### src/rtl/cpu_prog_ctrl.sv
// cpu_prog_ctrl: program store and execution sequencer for the 4-bit cpu core.
//   Holds a 16x8 program memory that is loaded byte-serially (ld_*). It returns
//   {opecode,imm} for the core fetch address, and it paces the core with a
//   one-cycle cpu_en strobe. The strobe runs in one of three modes: free-run
//   (prescaled by div_sel), single-step (step_req edge) or halted.
// Ports:
//   clk, n_rst            clock, asynchronous active-low reset
//   addr -> opecode/imm   combinational program read
//   cpu_en                core advance strobe
//   ld_start/valid/data   program load request and byte stream; ld_ready, ld_done
//   run_req/halt_req      enter free-run / return to idle (halt has top priority)
//   step_req, div_sel     single-step button level, run prescaler terminal value
//   running               high while free-running
//   bp_en/bp_addr/bp_hit  breakpoint; active only when CPU_BREAKPOINT_EN is defined
module cpu_prog_ctrl #(
    parameter int unsigned DIV_W = 4
) (
    input  logic             clk,
    input  logic             n_rst,
    input  logic [3:0]       addr,
    output logic [3:0]       opecode,
    output logic [3:0]       imm,
    output logic             cpu_en,
    input  logic             ld_start,
    input  logic             ld_valid,
    input  logic [7:0]       ld_data,
    output logic             ld_ready,
    output logic             ld_done,
    input  logic             run_req,
    input  logic             halt_req,
    input  logic             step_req,
    input  logic [DIV_W-1:0] div_sel,
    output logic             running,
    input  logic             bp_en,
    input  logic [3:0]       bp_addr,
    output logic             bp_hit
);

    localparam int unsigned ADDR_W = 4;
    localparam int unsigned DATA_W = 8;
    localparam int unsigned DEPTH  = 16;

    typedef enum logic [1:0] {
        S_IDLE,
        S_LOAD,
        S_RUN,
        S_STEP
    } state_t;

    state_t              r_state;
    logic [DATA_W-1:0]   r_mem [DEPTH];
    logic [ADDR_W-1:0]   r_wptr;
    logic [DIV_W-1:0]    r_cnt;
    logic                r_step_prev;
    logic                r_ld_done;
    logic                r_bp_hit;

    state_t              w_state_nxt;
    logic [ADDR_W-1:0]   w_wptr_nxt;
    logic [DIV_W-1:0]    w_cnt_nxt;
    logic                w_mem_we;
    logic                w_ld_done_nxt;
    logic                w_bp_hit_nxt;
    logic                w_cpu_en_c;
    logic                w_tc;
    logic                w_step_edge;
    logic                w_bp_stop;

    assign w_tc        = (r_cnt == div_sel);
    assign w_step_edge = step_req & ~r_step_prev;

`ifdef CPU_BREAKPOINT_EN
    // Disarmed for the first terminal count of every run so a run can resume from a breakpoint.
    logic r_bp_armed;

    always_ff @(posedge clk or negedge n_rst) begin
        if (!n_rst) begin
            r_bp_armed <= 1'b0;
        end else if (r_state != S_RUN) begin
            r_bp_armed <= 1'b0;
        end else if (w_tc) begin
            r_bp_armed <= 1'b1;
        end
    end

    assign w_bp_stop = (r_state == S_RUN) && w_tc && r_bp_armed && bp_en && (addr == bp_addr);
`else
    logic w_unused_bp;
    assign w_unused_bp = ^{bp_en, bp_addr};
    assign w_bp_stop   = 1'b0;
`endif

    // State register
    always_ff @(posedge clk or negedge n_rst) begin
        if (!n_rst) begin
            r_state <= S_IDLE;
        end else begin
            r_state <= w_state_nxt;
        end
    end

    // Next state, datapath controls and the run/step strobe
    always_comb begin
        w_state_nxt   = r_state;
        w_wptr_nxt    = r_wptr;
        w_cnt_nxt     = r_cnt;
        w_mem_we      = 1'b0;
        w_ld_done_nxt = 1'b0;
        w_bp_hit_nxt  = 1'b0;
        w_cpu_en_c    = 1'b0;
        case (r_state)
            S_IDLE: begin
                if (!halt_req) begin
                    if (ld_start) begin
                        w_state_nxt = S_LOAD;
                        w_wptr_nxt  = '0;
                    end else if (w_step_edge) begin
                        w_state_nxt = S_STEP;
                    end else if (run_req) begin
                        w_state_nxt = S_RUN;
                        w_cnt_nxt   = '0;
                    end
                end
            end
            S_LOAD: begin
                if (halt_req) begin
                    w_state_nxt = S_IDLE;
                end else if (ld_valid) begin
                    w_mem_we   = 1'b1;
                    w_wptr_nxt = ADDR_W'(r_wptr + 1'b1);
                    if (r_wptr == ADDR_W'(DEPTH - 1)) begin
                        w_state_nxt   = S_IDLE;
                        w_ld_done_nxt = 1'b1;
                    end
                end
            end
            S_STEP: begin
                w_cpu_en_c  = 1'b1;
                w_state_nxt = S_IDLE;
            end
            S_RUN: begin
                if (halt_req) begin
                    w_state_nxt = S_IDLE;
                end else if (w_tc) begin
                    if (w_bp_stop) begin
                        w_state_nxt  = S_IDLE;
                        w_bp_hit_nxt = 1'b1;
                    end else begin
                        w_cpu_en_c = 1'b1;
                        w_cnt_nxt  = '0;
                    end
                end else begin
                    // Free increment: a div_sel lowered below cnt wraps through all-ones
                    w_cnt_nxt = DIV_W'(r_cnt + 1'b1);
                end
            end
            default: begin
                w_state_nxt = S_IDLE;
            end
        endcase
    end

    // Counters, edge detect and one-cycle status pulses
    always_ff @(posedge clk or negedge n_rst) begin
        if (!n_rst) begin
            r_wptr      <= '0;
            r_cnt       <= '0;
            r_step_prev <= 1'b0;
            r_ld_done   <= 1'b0;
            r_bp_hit    <= 1'b0;
        end else begin
            r_wptr      <= w_wptr_nxt;
            r_cnt       <= w_cnt_nxt;
            r_step_prev <= step_req;
            r_ld_done   <= w_ld_done_nxt;
            r_bp_hit    <= w_bp_hit_nxt;
        end
    end

    // Program store, cleared by reset
    always_ff @(posedge clk or negedge n_rst) begin
        if (!n_rst) begin
            for (int i = 0; i < int'(DEPTH); i++) begin
                r_mem[i] <= '0;
            end
        end else if (w_mem_we) begin
            r_mem[r_wptr] <= ld_data;
        end
    end

    assign {opecode, imm} = r_mem[addr];
    assign cpu_en         = w_cpu_en_c;
    assign ld_ready       = (r_state == S_LOAD);
    assign running        = (r_state == S_RUN);
    assign ld_done        = r_ld_done;
    assign bp_hit         = r_bp_hit;

endmodule

### config.mk
export PLATFORM = sky130hd
export DESIGN_NAME = cpu_prog_ctrl
export DESIGN_NICKNAME = d
export VERILOG_FILES = /design/src/rtl/cpu_prog_ctrl.sv
export SDC_FILE = /design/constraint.sdc
export NUM_CORES = 1
export LEC_CHECK = 0
export ABC_AREA = 1
export ABC_CLOCK_PERIOD_IN_PS = 2600
export BUFFER_PORTS_ARGS = -buffer_cell sky130_fd_sc_hd__buf_2
export CORE_AREA = 8 8 162 164
export CTS_CLUSTER_DIAMETER = 80
export DETAILED_ROUTE_END_ITERATION = 8
export DIE_AREA = 0 0 170 172
export PLACE_DENSITY = 0.54
export SYNTH_ARGS = -nofsm -noshare
export SYNTH_HDL_FRONTEND = slang
export SYNTH_SLANG_ARGS = --single-unit
### constraint.sdc
create_clock -name clk -period 2.6 [get_ports clk]
set_input_delay 0.13 -clock clk [delete_from_list [all_inputs] [get_ports clk]]
set_output_delay 0.13 -clock clk [all_outputs]
set_load 0.01 [all_outputs]
Word level (Yosys, flattened, before mapping)
Index checks and enable logic that the tools add are counted. W data, S select, Z words.

Bitwise logic cells: 4. Add/subtract/negate cells: 2. $lt $le $gt $ge: 3. Muxes and demuxes: 37. Reductions and logical operators: 7. Eq/ne operators: 17.

Operator list (count): $bwmux W128 (1); $mux W4 (10); $bmux W8 S4 (1); $demux W8 S4 (1); $mux W8 (3); $ne A2 B2 Y1 const B (9); $mux W2 (8); $pmux W4 S2 (2); $ge A5 B5 Y1 const B (2); $not A4 Y5 (2); $reduce_and A5 Y1 (2); $mux W1 (9); $add A4 B1 Y4 const B (2); $pmux W2 S4 (1); $reduce_and A6 Y1 (1); $lt A5 B1 Y1 const B (1); $eq A2 B2 Y1 const B (2); $eq A4 B4 Y1 (1); $eq A4 B4 Y1 const B (1); $ne A4 B4 Y1 const B (1); $reduce_bool A2 Y1 (2); $ne A3 B1 Y1 const B (1); $ne A3 B2 Y1 const B (1); $eq A2 B1 Y1 const B (1); 5 further kinds (5).

Logic and storage cells: 91. Flip-flop bits (word level): 140. Input port bits: 28. Output and inout port bits: 13.

Depth between registers and ports, before layout
Word-level depth: 6. Gate-level depth with buffers: 10. Gate-level depth less buffers: 9.

Worst setup path before layout
OpenSTA, ideal clock, no wires.

Path type: reg2reg. Start point: register r_state[1]. End point: register r_mem[54] (netlist bit). Path buffers: 2. Required time: 2.472 ns. Arrival time: 1.349 ns. Setup time: 0.128 ns. Cell stages (with the launch flop): 11. Setup slack: 1.123 ns. Path through: dfrtp_1 > inv_1 > nand2_2 > nor2_4 > nand2_4 > inv_4 > buf_12 > nand2_4 > buf_6 > nand2_1 > o21ai_2.

Longest elaborated chain between the ends: 2.

RTL lines: start: declaration (line 50) `state_t r_state;`; start signal: assignment (line 98) `r_state <= w_state_nxt;`; $eq A2 B1 Y1 (line 111) `case (r_state)`; $mux W1 (line 111); end signal: indexed assignment (line 187) `r_mem[r_wptr] <= ld_data;`; end: declaration (line 51) `logic [DATA_W-1:0] r_mem [DEPTH];`.

Every way passes these cells. A chain may end at the register's enable or synchronous reset.

Worst setup path after layout
Start point: register r_state[1]. End point: register r_mem[0] (netlist bit).

The elaborated chain is that of the path after synthesis.

==> out/qor.csv <==
stage,metric,value,unit
outcome,status,"complete, no violations",
power,irDropWorstVdd,0.340,mV
clocking,cts_tree,yes,
worst_setup_path,critPathLaunchType,flip-flop,
grt,busiest_layer,met2,
routing,drc,0,
clocking,clock_path_buffers,2,
power,switchingPower,1.89,mW
final_layout,multi_input_area,2810,um^2
synthesis,yosysTopAreaCell,dfrtp_1,
placed_design,dp_hpwl,12000,um
routing,drt_first_pass_iters,5,
power,p_int,4.44,mW
timing,rsz0062_at_grt,no,
worst_setup_path,cp.required,2.92,ns
clocking,ctsResizeCount,0,
final_layout,antenna_cells,0,
grt,grt_max_degree,56,
final_layout,nFillCells,2575,
routing,antenna_left,0,
final_layout,drive_gt1_share,11.1,%
final_layout,utilization,33.7,%
clocking,numCtsBuffers,17,
run,maxCapViolCount,0,
die,io_pins,41,
synthesis,ys_seq_elements,140,
grt,gr-usage-met2,19.9,%
timing,holdWs,0.0414,ns
power,p_clk_share,39.2,%
timing,hold_viol,0,
routing,routedWlPerCell,14.9,um
clocking,clkSlewWorstSetupHoldPaths,0.06,ns
final_layout,final_nets,906,
grt,grt_use_met3,2.92,%
grt,grt_pass1_wl,29500,um
final_layout,synthToLayoutAreaGrowth,15.6,%
routing,drtIter0Drc,415,
synthesis,yosysSeqAreaShare,50.4,%
power,switching_share,29.8,%
final_layout,ff_latch_area,3500,um^2
timing,setup_viol_count_final,0,
synthesis,syn-num-nets,886,
worst_setup_path,crit_type,reg2reg,
timing,tns,0,ns
routing,wl,18000,um
worst_setup_path,path_cells,inv_1 > nand2_2 > nor2_4 > nand2_4 > inv_4 > nand3_2 > o21ai_0,
die,die_area,29200,um^2
timing,fmax,538,MHz
synthesis,yosysWarnings,0,
timing,finalCritPeriodShare,71.5,%
power,power_density,788,nW/um^2
clocking,clock_sinks,140,
synthesis,postSynthCellCount,853,
timing,relSlewSlack,53.0,%
routing,vias,5530,
synthesis,yosysUniqueCellTypes,28,
worst_setup_path,critPathArrivalTime,2.18,ns
clocking,clock_latency,0.43,ns
clocking,cts_setup_buffers,0,
worst_setup_path,slowest_delay,0.39,ns
placed_design,gp_congestion,0.767,
grt,track_usage,13.1,%
grt,grt_overflow,0,
synthesis,synth_area_leaders,"dfrtp_1 50%, nand2_1 13%, o21ai_0 5.1%",
power,power_frac_comb,17.9,%
timing,worst_slew_pin_slew,0.703,ns
worst_setup_path,critPathCaptureType,flip-flop,
synthesis,netlist_area,6950,um^2
synthesis,syn_avg_cell_area,8.15,um^2
placed_design,port_buffers,34,
clocking,root_buffer,clkbuf_16,
min_path,hp-class,in2reg,
power,leakagePower,3.87,nW
synthesis,yosysTopAreaCellShare,50.4,%
routing,vias_per_cell,4.57,
die,fp.coreArea,23800,um^2
clocking,ctsHoldBuffers,10,
worst_setup_path,cp_max_fo,17,
grt,grt_pass1_vias,5305,
die,rows,57,
power,power_frac_seq,42.9,%
die,die_h,172,um
grt,antenna_found_initial,0,
die,start_util,29.2,%
die,die_width,170,um
grt,use_met1,18.2,%
timing,fin_skew,0.0146,ns
timing,maxSlewViolCount,0,
clocking,cts_htree_levels,4,
timing,fin_crit,1.86,ns
worst_setup_path,crit_slowest_cell,dfrtp_1,
-- metrics by stage --
stage / std cells / power, mW / area, um^2 / setup WS, ns
5_1_grt: 1210 / 6.69 / 8040 / 0.534
2_1_floorplan: 853 / 3.55 / 6950 / 1.12
3_5_place_dp: 1168 / 3.88 / 7340 / 0.765
4_1_cts: 1210 / 6.40 / 8040 / 0.686
3_3_place_gp: 1168 / 3.86 / 7340 / 0.768
6_report: 1210 / 6.33 / 8040 / 0.742
-- layout make-up --
| class | count | area share (%) |
|---|---|---|
| Sequential cell | 140 | 43.6 |
| Multi-Input combinational cell | 572 | 35.0 |
| Tap cell | 324 | 5.05 |
| Clock buffer | 18 | 5.34 |
| Inverter | 90 | 4.24 |
| Timing Repair Buffer | 52 | 4.69 |
| Clock inverter | 14 | 2.10 |
-- placed cells by master (no fill, tap or decap) --
cell type and n:
clkinvlp_4 2, nand2_4 10, nand3_2 4, inv_1 89
dfrtp_1 140, nand2_2 1, clkinv_4 3, nor2_4 1
o21ai_1 67, nor3_4 3, o31ai_1 1, inv_4 1
dlygate4sd3_1 10, o21ai_2 5, buf_4 6, buf_12 3
inv_6 2, clkbuf_16 17, conb_1 1, o211ai_1 45
nand3_1 56, buf_2 32, xnor2_1 1, clkbuf_1 1
o21ai_0 71, buf_6 1, a21oi_1 2, nand2_1 244
xor2_1 2, clkinv_2 4, nor2_1 47, ha_1 5
bufinv_16 3, nand4_1 6
-- final timing paths --
| kind | start | endpoint | slack (ns) | cells past startpoint |
|---|---|---|---|---|
| max | r_state[1]$_DFFE_PN0P_ | r_mem[0]$_DFFE_PN0P_ | 0.74 | 7 |
| min | ld_start | r_state[1]$_DFFE_PN0P_ | 0.04 | 4 |
| max reg2reg | r_state[1]$_DFFE_PN0P_ | r_mem[0]$_DFFE_PN0P_ | 0.74 | 7 |
| min reg2reg | r_mem[2]$_DFFE_PN0P_ | r_mem[2]$_DFFE_PN0P_ | 0.48 | 2 |
| max in group asynchronous | n_rst | r_mem[70]$_DFFE_PN0P_ | 1.58 | 3 |
| min in group asynchronous | n_rst | r_mem[32]$_DFFE_PN0P_ | 0.24 | 2 |
-- worst max-delay path, delay by kind of cell, from the launching register on --
family	cells	cell delay, ns
AOI/OAI and AO/OA	1	0.29
buffers and inverters	2	0.38
DFF	1	0.39
and+or+nand+nor	4	0.68
-- Yosys cell counts (all sizes together) --
| cell | count |
|---|---|
| a21oi | 2 |
| buf | 27 |
| clkbuf | 24 |
| conb | 1 |
| dfrtp | 140 |
| ha | 5 |
| inv | 90 |
| nand2 | 255 |
| nand3 | 60 |
| nand4 | 6 |
| nor2 | 48 |
| nor3 | 3 |
| o211ai | 45 |
| o21ai | 143 |
| o31ai | 1 |
| xnor2 | 1 |
| xor2 | 2 |
-- metal layers --
metal / vias up / part of all wire (%)
met3: 20 / 4.4
li1: 2810 / -
met5: - / 0
met4: 0 / 1.3
met1: 2594 / 50
met2: 106 / 45
-- registers in the layout, summed over array words and instances, names as in the netlist --
| signal | flops |
|---|---|
| r_wptr | 4 |
| r_step_prev | 1 |
| ld_done | 1 |
| r_mem | 128 |
| r_state | 2 |
| r_cnt | 4 |
-- cell families (layout without fill, tap and decap cells) --
logic type | Yosys count | in the layout | synth area share [%]
AO/OA/AOI/OAI | 191 | 191 | 15.7
XOR/XNOR | 3 | 3 | 0.378
adder cells (fa/ha/maj) | 5 | 5 | 0.900
buffers and inverters | 141 | 174 | 9.16
flip-flops | 140 | 140 | 50.4
other | 1 | 1 | 0.0539
AND/OR/NAND/NOR | 372 | 372 | 23.4
-- power groups by stage --
stage / Sequential [mW] / Combinational, mW / Clock (mW)
after detailed placement: 2.75 / 1.13 / 0
final: 2.72 / 1.13 / 2.48
after floorplan: 2.70 / 0.841 / 0
after global placement: 2.74 / 1.12 / 0
after CTS: 2.71 / 1.15 / 2.53
after global routing: 2.76 / 1.31 / 2.62
Note: power is estimated with default switching activity, not from simulation.
